### config.mk
export PLATFORM = sky130hd
export DESIGN_NAME = alu_seq
export DESIGN_NICKNAME = d
export VERILOG_FILES = /design/src/rtl/alu_seq.sv
export SDC_FILE = /design/constraint.sdc
export NUM_CORES = 1
export LEC_CHECK = 0
export CORE_UTILIZATION = 58
export DETAILED_ROUTE_END_ITERATION = 16
export PLACE_DENSITY = 0.89
export SLEW_MARGIN = 10
export SYNTH_ARGS = -nofsm -noshare
export SYNTH_HDL_FRONTEND = slang
export SYNTH_SLANG_ARGS = --single-unit
### constraint.sdc
create_clock -name clk -period 5.36 [get_ports clk]
set_input_delay 1.072 -clock clk [delete_from_list [all_inputs] [get_ports clk]]
set_output_delay 1.072 -clock clk [all_outputs]
set_load 0.03 [all_outputs]
### src/rtl/alu_seq.sv
// rtl/alu_seq.sv - handshaked ALU: single-cycle add/inc/sub/dec, iterative shift-add half-width multiply
module alu_seq #(
    parameter int WIDTH = 32
) (
    input  logic             clk,
    input  logic             rst,
    input  logic             in_valid,
    output logic             in_ready,
    input  logic [WIDTH-1:0] a,
    input  logic [WIDTH-1:0] b,
    input  logic [2:0]       f,
    output logic             out_valid,
    input  logic             out_ready,
    output logic [WIDTH-1:0] r,
    output logic             zero,
    output logic             carry,
    output logic             err
);
    localparam int HW = WIDTH / 2;
    localparam int CW = $clog2(HW + 1);

    localparam logic [1:0] IDLE = 2'd0;
    localparam logic [1:0] MUL  = 2'd1;
    localparam logic [1:0] DONE = 2'd2;

    logic [1:0]       state;
    logic [WIDTH-1:0] mcand;
    logic [WIDTH-1:0] acc;
    logic [WIDTH-1:0] acc_next;
    logic [HW-1:0]    mplier;
    logic [CW-1:0]    cnt;
    logic [WIDTH:0]   sum;
    logic             rsv;
    logic             accept;

    assign in_ready  = (state == IDLE) || ((state == DONE) && out_ready);
    assign out_valid = (state == DONE);
    assign accept    = in_valid && in_ready;
    assign rsv       = f[2] && (f[1:0] != 2'b00);

    // Top bit of sum is carry-out for add/inc and borrow for sub/dec.
    always_comb begin
        sum = '0;
        case (f)
            3'b000:  sum = {1'b0, a} + {1'b0, b};
            3'b001:  sum = {1'b0, a} + {{WIDTH{1'b0}}, 1'b1};
            3'b010:  sum = {1'b0, a} - {1'b0, b};
            3'b011:  sum = {1'b0, a} - {{WIDTH{1'b0}}, 1'b1};
            default: sum = '0;
        endcase
    end

    // Multiplicand is pre-shifted each step, equivalent to multiplicand << cnt.
    assign acc_next = acc + (mplier[0] ? mcand : '0);

    always_ff @(posedge clk or posedge rst) begin
        if (rst) begin
            state  <= IDLE;
            mcand  <= '0;
            acc    <= '0;
            mplier <= '0;
            cnt    <= '0;
            r      <= '0;
            zero   <= 1'b0;
            carry  <= 1'b0;
            err    <= 1'b0;
        end else begin
            case (state)
                IDLE, DONE: begin
                    if (accept) begin
                        if (f == 3'b100) begin
                            mcand  <= {{(WIDTH-HW){1'b0}}, a[HW-1:0]};
                            mplier <= b[HW-1:0];
                            acc    <= '0;
                            cnt    <= '0;
                            state  <= MUL;
                        end else begin
                            r     <= sum[WIDTH-1:0];
                            zero  <= (sum[WIDTH-1:0] == '0);
                            carry <= sum[WIDTH];
                            err   <= rsv;
                            state <= DONE;
                        end
                    end else if (state == DONE && out_ready) begin
                        state <= IDLE;
                    end
                end
                MUL: begin
                    acc    <= acc_next;
                    mcand  <= mcand << 1;
                    mplier <= mplier >> 1;
                    cnt    <= cnt + CW'(1);
                    if (cnt == CW'(HW - 1)) begin
                        r     <= acc_next;
                        zero  <= (acc_next == '0);
                        carry <= 1'b0;
                        err   <= 1'b0;
                        state <= DONE;
                    end
                end
                default: state <= IDLE;
            endcase
        end
    end
endmodule

* Word level (Yosys, flattened, before mapping)
Index checks and enable logic that the tools add are counted.
Word-level totals: input bits 71, output and inout bits 37, word-level logic and storage cells 75, flip-flop bits (word level) 122
Cells by class: mux-type cells 34, equality and inequality tests 12, reductions and logical operators 14, $add $sub $neg 6
Operators by type and width (count):
- 2-to-1 mux 32 bit | 8
- one-hot mux 32 bit (2 select lines) | 3
- one-hot mux 33 bit (4 select lines) | 1
- zero test 32 bit | 2
- adder 32 x 1 -> 33 bit (second input constant) | 1
- adder 32 x 32 -> 33 bit | 1
- subtractor 32 x 1 -> 33 bit (second input constant) | 1
- subtractor 32 x 32 -> 33 bit | 1
- adder 32 bit | 1
- 2-to-1 mux 16 bit | 2
- one-hot mux 16 bit (2 select lines) | 1
- 2-to-1 mux 5 bit | 2
- one-hot mux 5 bit (2 select lines) | 1
- 2-to-1 mux 1 bit | 8
- 2-to-1 mux 2 bit | 4
- inequality test 2 bit (second input constant) | 4
- == test 3 x 2 -> 1 bit (second input constant) | 2
- one-hot mux 1 bit (2 select lines) | 3
- adder 5 x 1 -> 5 bit (second input constant) | 1
- == test 5 x 4 -> 1 bit (second input constant) | 1
- one-hot mux 2 bit (2 select lines) | 1
- AND reduction 4 bit | 1
- nonzero test 2 bit | 2
- == test 3 x 1 -> 1 bit (second input constant) | 1
- 11 further kinds | 13

* Longest topological paths before layout
depth in word-level cells 6, mapped depth 20, gate-level depth less buffers 20

* Worst setup path before layout
OpenSTA, ideal clock, no wires.
path type input-to-reg, start point in b[4], end point reg r[31], library setup time 65 ps, arrival time 4911 ps, data required time 5295 ps, buffers on the path 1, path slack 384 ps, stages on the path 18, path through or3_1 or4_1 nor2_1 nand2_1 xor2_1 a21oi_1 ha_1 clkbuf_1 and2_1 and3_1 a221oi_1 nor2_1 a211oi_1 o31a_1 o21bai_1 xnor2_1 o311ai_0 o21a_1
Between the ends: longest elaborated chain between the ends 5, elaborated cells on any way between the ends 6, classes of those cells add/sub (2); mux (4)
Ends and longest elaborated chain:
- start: declaration | line 10 | input logic [WIDTH-1:0] b,
- subtractor 32 x 32 -> 33 bit or adder 32 x 32 -> 33 bit (tied branches) | line 47, 45
- one-hot mux 33 bit (4 select lines) (*) | line 44 | case (f)
- 2-to-1 mux 32 bit (*) | line 71 | if (f == 3'b100) begin
- 2-to-1 mux 32 bit (*) | line 70 | if (accept) begin
- one-hot mux 32 bit (2 select lines) (*) | line 68 | case (state)
- end signal: assignment | line 78 | r <= sum[WIDTH-1:0];
- end signal: assignment | line 94 | r <= acc_next;
- end: declaration | line 14 | output logic [WIDTH-1:0] r,
Every way passes the cells marked *; elsewhere a longest branch is shown, timed or not. The select of a mux whose other input is x is not followed. A chain may end at the register's enable or synchronous reset.

* Final worst setup path
start point in b[2], end point reg zero
Between the ends: longest elaborated chain between the ends 6, elaborated cells on any way between the ends 7, classes of those cells add/sub (2); mux (4); reduce/logical (1)
Ends and longest elaborated chain:
- subtractor 32 x 32 -> 33 bit or adder 32 x 32 -> 33 bit (tied branches) | line 47, 45
- one-hot mux 33 bit (4 select lines) (*) | line 44
- zero test 32 bit (*) | line 79 | zero <= (sum[WIDTH-1:0] == '0);
- 2-to-1 mux 1 bit (*) | line 71
- 2-to-1 mux 1 bit (*) | line 70
- one-hot mux 1 bit (2 select lines) (*) | line 68
- end signal: assignment | line 79
- end signal: assignment | line 95 | zero <= (acc_next == '0);
- end: declaration | line 15 | output logic zero,
Marked as above.

==> summary.md <==
| Metric | Value |
|---|---|
| Outcome | complete, no violations |
| Grt ovf | 0 |
| DR WL/cell | 18.9 um |
| Fin Hold WS | 0.484 ns |
| Max_cap viols | 0 |
| Worst Reg-to-Reg Cells | 13 |
| Worst Setup End Kind | register |
| Post-Layout Inst Area | 13000 um^2 |
| Starting Density | 59.0% |
| HP Start | mplier[9]$_DFFE_PP0P_ |
| Min-Delay Path Depth | 2 |
| Synthesized area per cell | 7.82 um^2 |
| WS Path Type | in2reg |
| Antenna Violating Nets Remaining | 0 |
| CTS sink count | 122 |
| TritonCTS Buffers | 17 |
| Routability cong. | 0.978 |
| CTS tree | yes |
| Synth Area in Simple Gates | 23.4% |
| Fin crit share | 97.2% |
| Share of layout cells above drive strength 1 | 14.1% |
| Worst Clk Skew | 0.0121 ns |
| Top_reg_cell synth | dfrtp_1 |
| Crit path DAT | 5.56 ns |
| # fillers | 1245 |
| Mux cell area share after synthesis | 1.80% |
| Chip Width | 134 um |
| Leakage Power | 5.95 nW |
| Main combinational cell family by area after synthesis | compound AO/OA/AOI/OAI gates |
| Fmax | 192 MHz |
| Critical Path RT | 5.72 ns |
| Slew Limit Headroom | 17.7% |
| Synthesized area | 10200 um^2 |
| Reg2reg end | zero$_DFFE_PP0P_ |
| YS warnings | 0 |
| Initial antenna violation count | 1 |
| Hold Vio Cnt, Final | 0 |
| Nets | 1644 |
| Synth Area in XOR/XNOR | 5.60% |
| Compound-Gate Fraction of Synth Area | 27.3% |
| Reg clk slew, reported paths | 0.06 ns |
| Layout area overhead | 28.2% |
| H-Tree Depth | 4 |
| Ys async rst share | 100% |
| EDFF count, synth | 0 |
| RSZ-0062 raised after global routing | yes |
| First-pass GRT wire length | 52400 um |
| 1st-iter DRT viols | 1182 |
| # hold bufs at CTS | 0 |
| Yosys cell types | 78 |
| Commonest non-fill, non-tap cell in the layout | nand2_1 |
| DR pass1 iterations | 8 |
| Final setup fails | 0 |
| Worst Tran Pin Value | 1.23 ns |
| Startpoint types | input pin |
| Crit Path Max Fanout | 5 |
| Post-synthesis adder-cell area fraction | 8.63% |
| CTS max path bufs | 2 |
| Placement Cell Area | 12400 um^2 |
| Via count | 11110 |
| Hold WC Path Type | reg2reg |
| HPWL after DPL | 24600 um |
| Mapped Nets | 1441 |
| Die height | 134 um |
| Synthesized instance count | 1301 |
| Die ar. | 18100 um^2 |
| Part of the Yosys area used for sequential elements | 30.0% |
| Largest net degree at the start of global routing | 62 |
| Clock root buffer | clkbuf_16 |
| Slew Viols, Final | 0 |
| Clk_lat worst skew | 0.44 ns |
| Core area | 17200 um^2 |
| Power per cell area | 418 nW/um^2 |
| IO Pins | 108 |
| Worst Hold Path EP | mplier[8]$_DFFE_PP0P_ |
| Via-to-Cell Ratio | 6.37 |
| Shortest period the worst path allows | 5.21 ns |
| Most frequent cells in the layout | 218 x nand2_1, 143 x buf_4, 122 x dfrtp_1 |
| DR DRC count | 0 |
| GR Util All Layers | 37.0% |
| Number of global-route vias before repair | 10423 |
| Flops & latches, synth | 122 |
| Final WL | 32900 um |
| VDD IR max | 344 uV |
| Buffers on Ports | 107 |
| Reg-to-reg startpoint | mplier[0]$_DFFE_PP0P_ |
| R2r setup slk | 0.76 ns |
| FP Rows | 48 |
[power breakdown]
| group | leakage [nW] | switching, W | internal (W) |
|---|---|---|---|
| sequential | 1.55 | 0.000305 | 0.00129 |
| combinational | 4.11 | 0.00155 | 0.00112 |
| clock | 0.294 | 0.000478 | 0.000706 |
| total | 5.95 | 0.00233 | 0.00312 |
[logic make-up (layout without fill, tap and decap cells)]
family / Yosys count / after routing
buf+inv: 87 / 303
flops: 122 / 122
mux: 18 / 18
xor+xnor: 65 / 65
compound gates: 434 / 434
fa+ha+maj: 69 / 69
other cells: 0 / 1
simple gates: 506 / 506
[worst max-delay path, cell delays in order]
cell             delay, ns
clkdlybuf4s50_1       0.44
or3_1                 0.45
or3_1                 0.43
or3_1                 0.42
nor3_2                0.16
xnor2_1               0.14
a21oi_1               0.09
ha_1                  0.35
a21oi_2               0.20
nand2_1               0.08
a221oi_1              0.33
buf_4                 0.18
a21bo_2               0.13
nand3_1               0.10
a211oi_1              0.30
o2111ai_1             0.17
nor4_2                0.15
a41oi_1               0.16
o211ai_2              0.19
[per-layer routing]
layer / GRT usage, % / vias up / wire length, um
met5: 0 / - / 0
met4: 17.9 / 0 / 1540
met3: 7.13 / 124 / 3110
met2: 58.3 / 609 / 14800
met1: 48.8 / 5217 / 13400
li1: - / 5160 / -
[layout make-up]
class | instances | area, um^2 | share of cell area (%)
multi-input combinational | 1092 | 6880 | 52.8
tap | 225 | 282 | 2.16
clock inverter | 14 | 159 | 1.22
clock buffer | 18 | 439 | 3.37
timing repair buffer | 250 | 2140 | 16.4
antenna | 1 | 2.50 | 0.0192
inverter | 21 | 81.3 | 0.623
sequential | 122 | 3050 | 23.4
[synth_stat cells, types with 27 or more instances]
cell,count,area share [%]
a21o_1,41,3.0
a21oi_1,125,6.1
a31oi_1,27,1.7
and2_1,40,2.5
clkbuf_1,54,2.0
dfrtp_1,122,30
ha_1,67,8.2
nand2_1,218,8.0
nor2_1,95,3.5
nor3_1,29,1.4
o21ai_0,99,4.9
xnor2_1,31,2.7
xor2_1,34,2.9
[worst max-delay path by stage]
stage          from           endpoint  slack, ns  cells past startpoint
4_1_cts        b[2]   zero$_DFFE_PP0P_       0.03                     19
3_5_place_dp   b[2]   zero$_DFFE_PP0P_      -0.39                     19
6_report       b[2]   zero$_DFFE_PP0P_       0.15                     19
3_3_place_gp   b[4]   zero$_DFFE_PP0P_      -0.34                     18
5_1_grt        b[4]   zero$_DFFE_PP0P_      -0.07                     20
2_1_floorplan  b[4]  r[31]$_DFFE_PP0P_       0.38                     18
[flip-flops by register name (all words and copies together), names as in the netlist]
signal,flops
mcand,32
acc,32
mplier,16
r,32
err,1
zero,1
cnt,5
carry,1
state,2
[per-stage QoR]
stage          setup WS [ns]  utilization [%]  total power (W)  instances  setup TNS, ns
2_1_floorplan          0.384                -          0.00324       1301              0
3_3_place_gp          -0.337             71.7          0.00407       1709          -1.65
3_5_place_dp          -0.392             71.7          0.00418       1709          -2.43
4_1_cts               0.0332             75.2          0.00538       1741              0
5_1_grt              -0.0704             75.7          0.00577       1742         -0.149
6_report               0.152             75.7          0.00546       1743              0
[what timing repair did]
action,in CTS,in global routing
endpoints found under the setup margin,0,9
resized for setup,0,23
setup buffers,0,1
Note: power is estimated with default switching activity, not from simulation.
==> edit: new RTL, same flow settings <==
The parameter `WIDTH` goes from 32 to 64.
--- a/src/rtl/alu_seq.sv
+++ b/src/rtl/alu_seq.sv
@@ -1,6 +1,6 @@
 // rtl/alu_seq.sv - handshaked ALU: single-cycle add/inc/sub/dec, iterative shift-add half-width multiply
 module alu_seq #(
-    parameter int WIDTH = 32
+    parameter int WIDTH = 64
 ) (
     input  logic             clk,
     input  logic             rst,
Ports: changed (resized a, b and r); port bits go from 108 to 204. No check against the original RTL was run, so the function may have changed too.
==> edit against the unedited design <==
The run now ends with negative setup slack left. Total power rose by 100%. Cell area rose by 120%. Global-route usage rose by 6.9 points. Synthesized area rose by 100%. Worst setup slack got worse by 0.79 ns. Clock power rose by 86%. Via count rose by 120%. Sequential cell count rose by 113. Routed wire length rose by 150%. Sequential share of layout area fell by 2.6 points. Sequential power rose by 93%. Critical path depth rose by 8. Critical endpoint unchanged. Largest cell class unchanged.
==> edit: results (changes against the unedited design) <==
| Metric | Value |
|---|---|
| Post-synth top cells | nand2_1, a21oi_1, o21ai_0, dfrtp_1, nor2_1 |
| Post-CTS setup buffers | 29 (+29) |
| Yosys cell types | 93 (+19%) |
| Synth area leaders | dfrtp_1, ha_1, nand2_1 |
| Vias in the first global route | 23000 (+120%) |
| Failing checks | negative setup slack |
| Number of buffers created by CTS | 28 (+11) |
| Worst setup margin | -0.637 ns (-0.789 ns) |
| Multi-input combinational area share | 52.1% (-0.68 points) |
| Setup TNS | -2.20 ns (-2.20 ns) |
| Post-Synth Adder-Cell Area | 8.07% (-0.56 points) |
| Inverters excl. clock | 29 (+38%) |
| Mapped Nets | 2919 (+100%) |
| Grt met2 use | 67.2% (+9.0 points) |
| Clock latency on the worst-skew pair | 0.60 ns (+0.16 ns) |
| Mux cell area share after synthesis | 3.76% (+2.0 points) |
| Final setup vio count | 12 (+12) |
| Detail Placement HPWL | 59100 um (+140%) |
| CP Max Fanout | 4 (-1) |
| Routed wl met3 | 8970 um (+190%) |
| Clock-cell share | 3.69% (-0.90 points) |
| Met1 wire length | 32400 um (+140%) |
| H-Tree Depth | 1 (-3) |
| CTS Buffer Depth | 3 (+1) |
| Seq/total area | 20.8% (-2.6 points) |
| Relative slew slack | 25.1% (+7.3 points) |
| IO buf count | 203 (+90%) |
| Complex-gate fraction of the synthesized area | 26.3% (-1.1 points) |
| DR iter-0 viols | 3005 (+150%) |
| Biggest regs | acc x64, mcand x64, r x64 |
| Outcome | complete, but fails checks |
| Vias/cell | 6.50 (+2.0%) |
| Share of cells above drive strength 1 | 23.7% (+9.5 points) |
| Clock power frac | 19.6% (-2.1 points) |
| Initial antenna violation count | 2 (+1) |
| Largest net degree at the start of global routing | 217 (+250%) |
| Slowest stage delay, CP | 0.54 ns (+0.09 ns) |
| Metal2 WL | 36300 um (+140%) |
edit: cell count changes in the layout (fill, tap and decap cells not counted), moves of 73 or more:
cell	unedited run	this run
a21oi_1	121	237
buf_4	143	504
clkdlybuf4s50_1	107	180
dfrtp_1	122	235
nand2_1	218	411
o21ai_0	95	226
edit: path summary, 6_finish.rpt:
kind	depth (start not counted)	slack, ns	from	endpoint
max	27	-0.64	b[20]	zero
min	1	0.48	acc[2]	acc[2]
max reg2reg	16	-0.03	mplier[0]	zero
min reg2reg	1	0.48	acc[2]	acc[2]
max in group asynchronous	3	3.17	rst	mplier[21]
min in group asynchronous	2	1.04	rst	acc[3]
edit: metrics by stage:
stage	setup WS, ns	hold WS (ns)	cell area [sq um]	total power [mW]	std cells
after floorplan	-0.722	0.449	20700	6.19	2653
after global placement	-1.36	0.457	26300	8.30	3618
after detailed placement	-1.50	0.470	26300	8.51	3618
after CTS	-0.436	0.486	27800	10.8	3695
after global routing	-0.829	0.501	28300	11.7	3710
final	-0.637	0.484	28300	11.2	3711
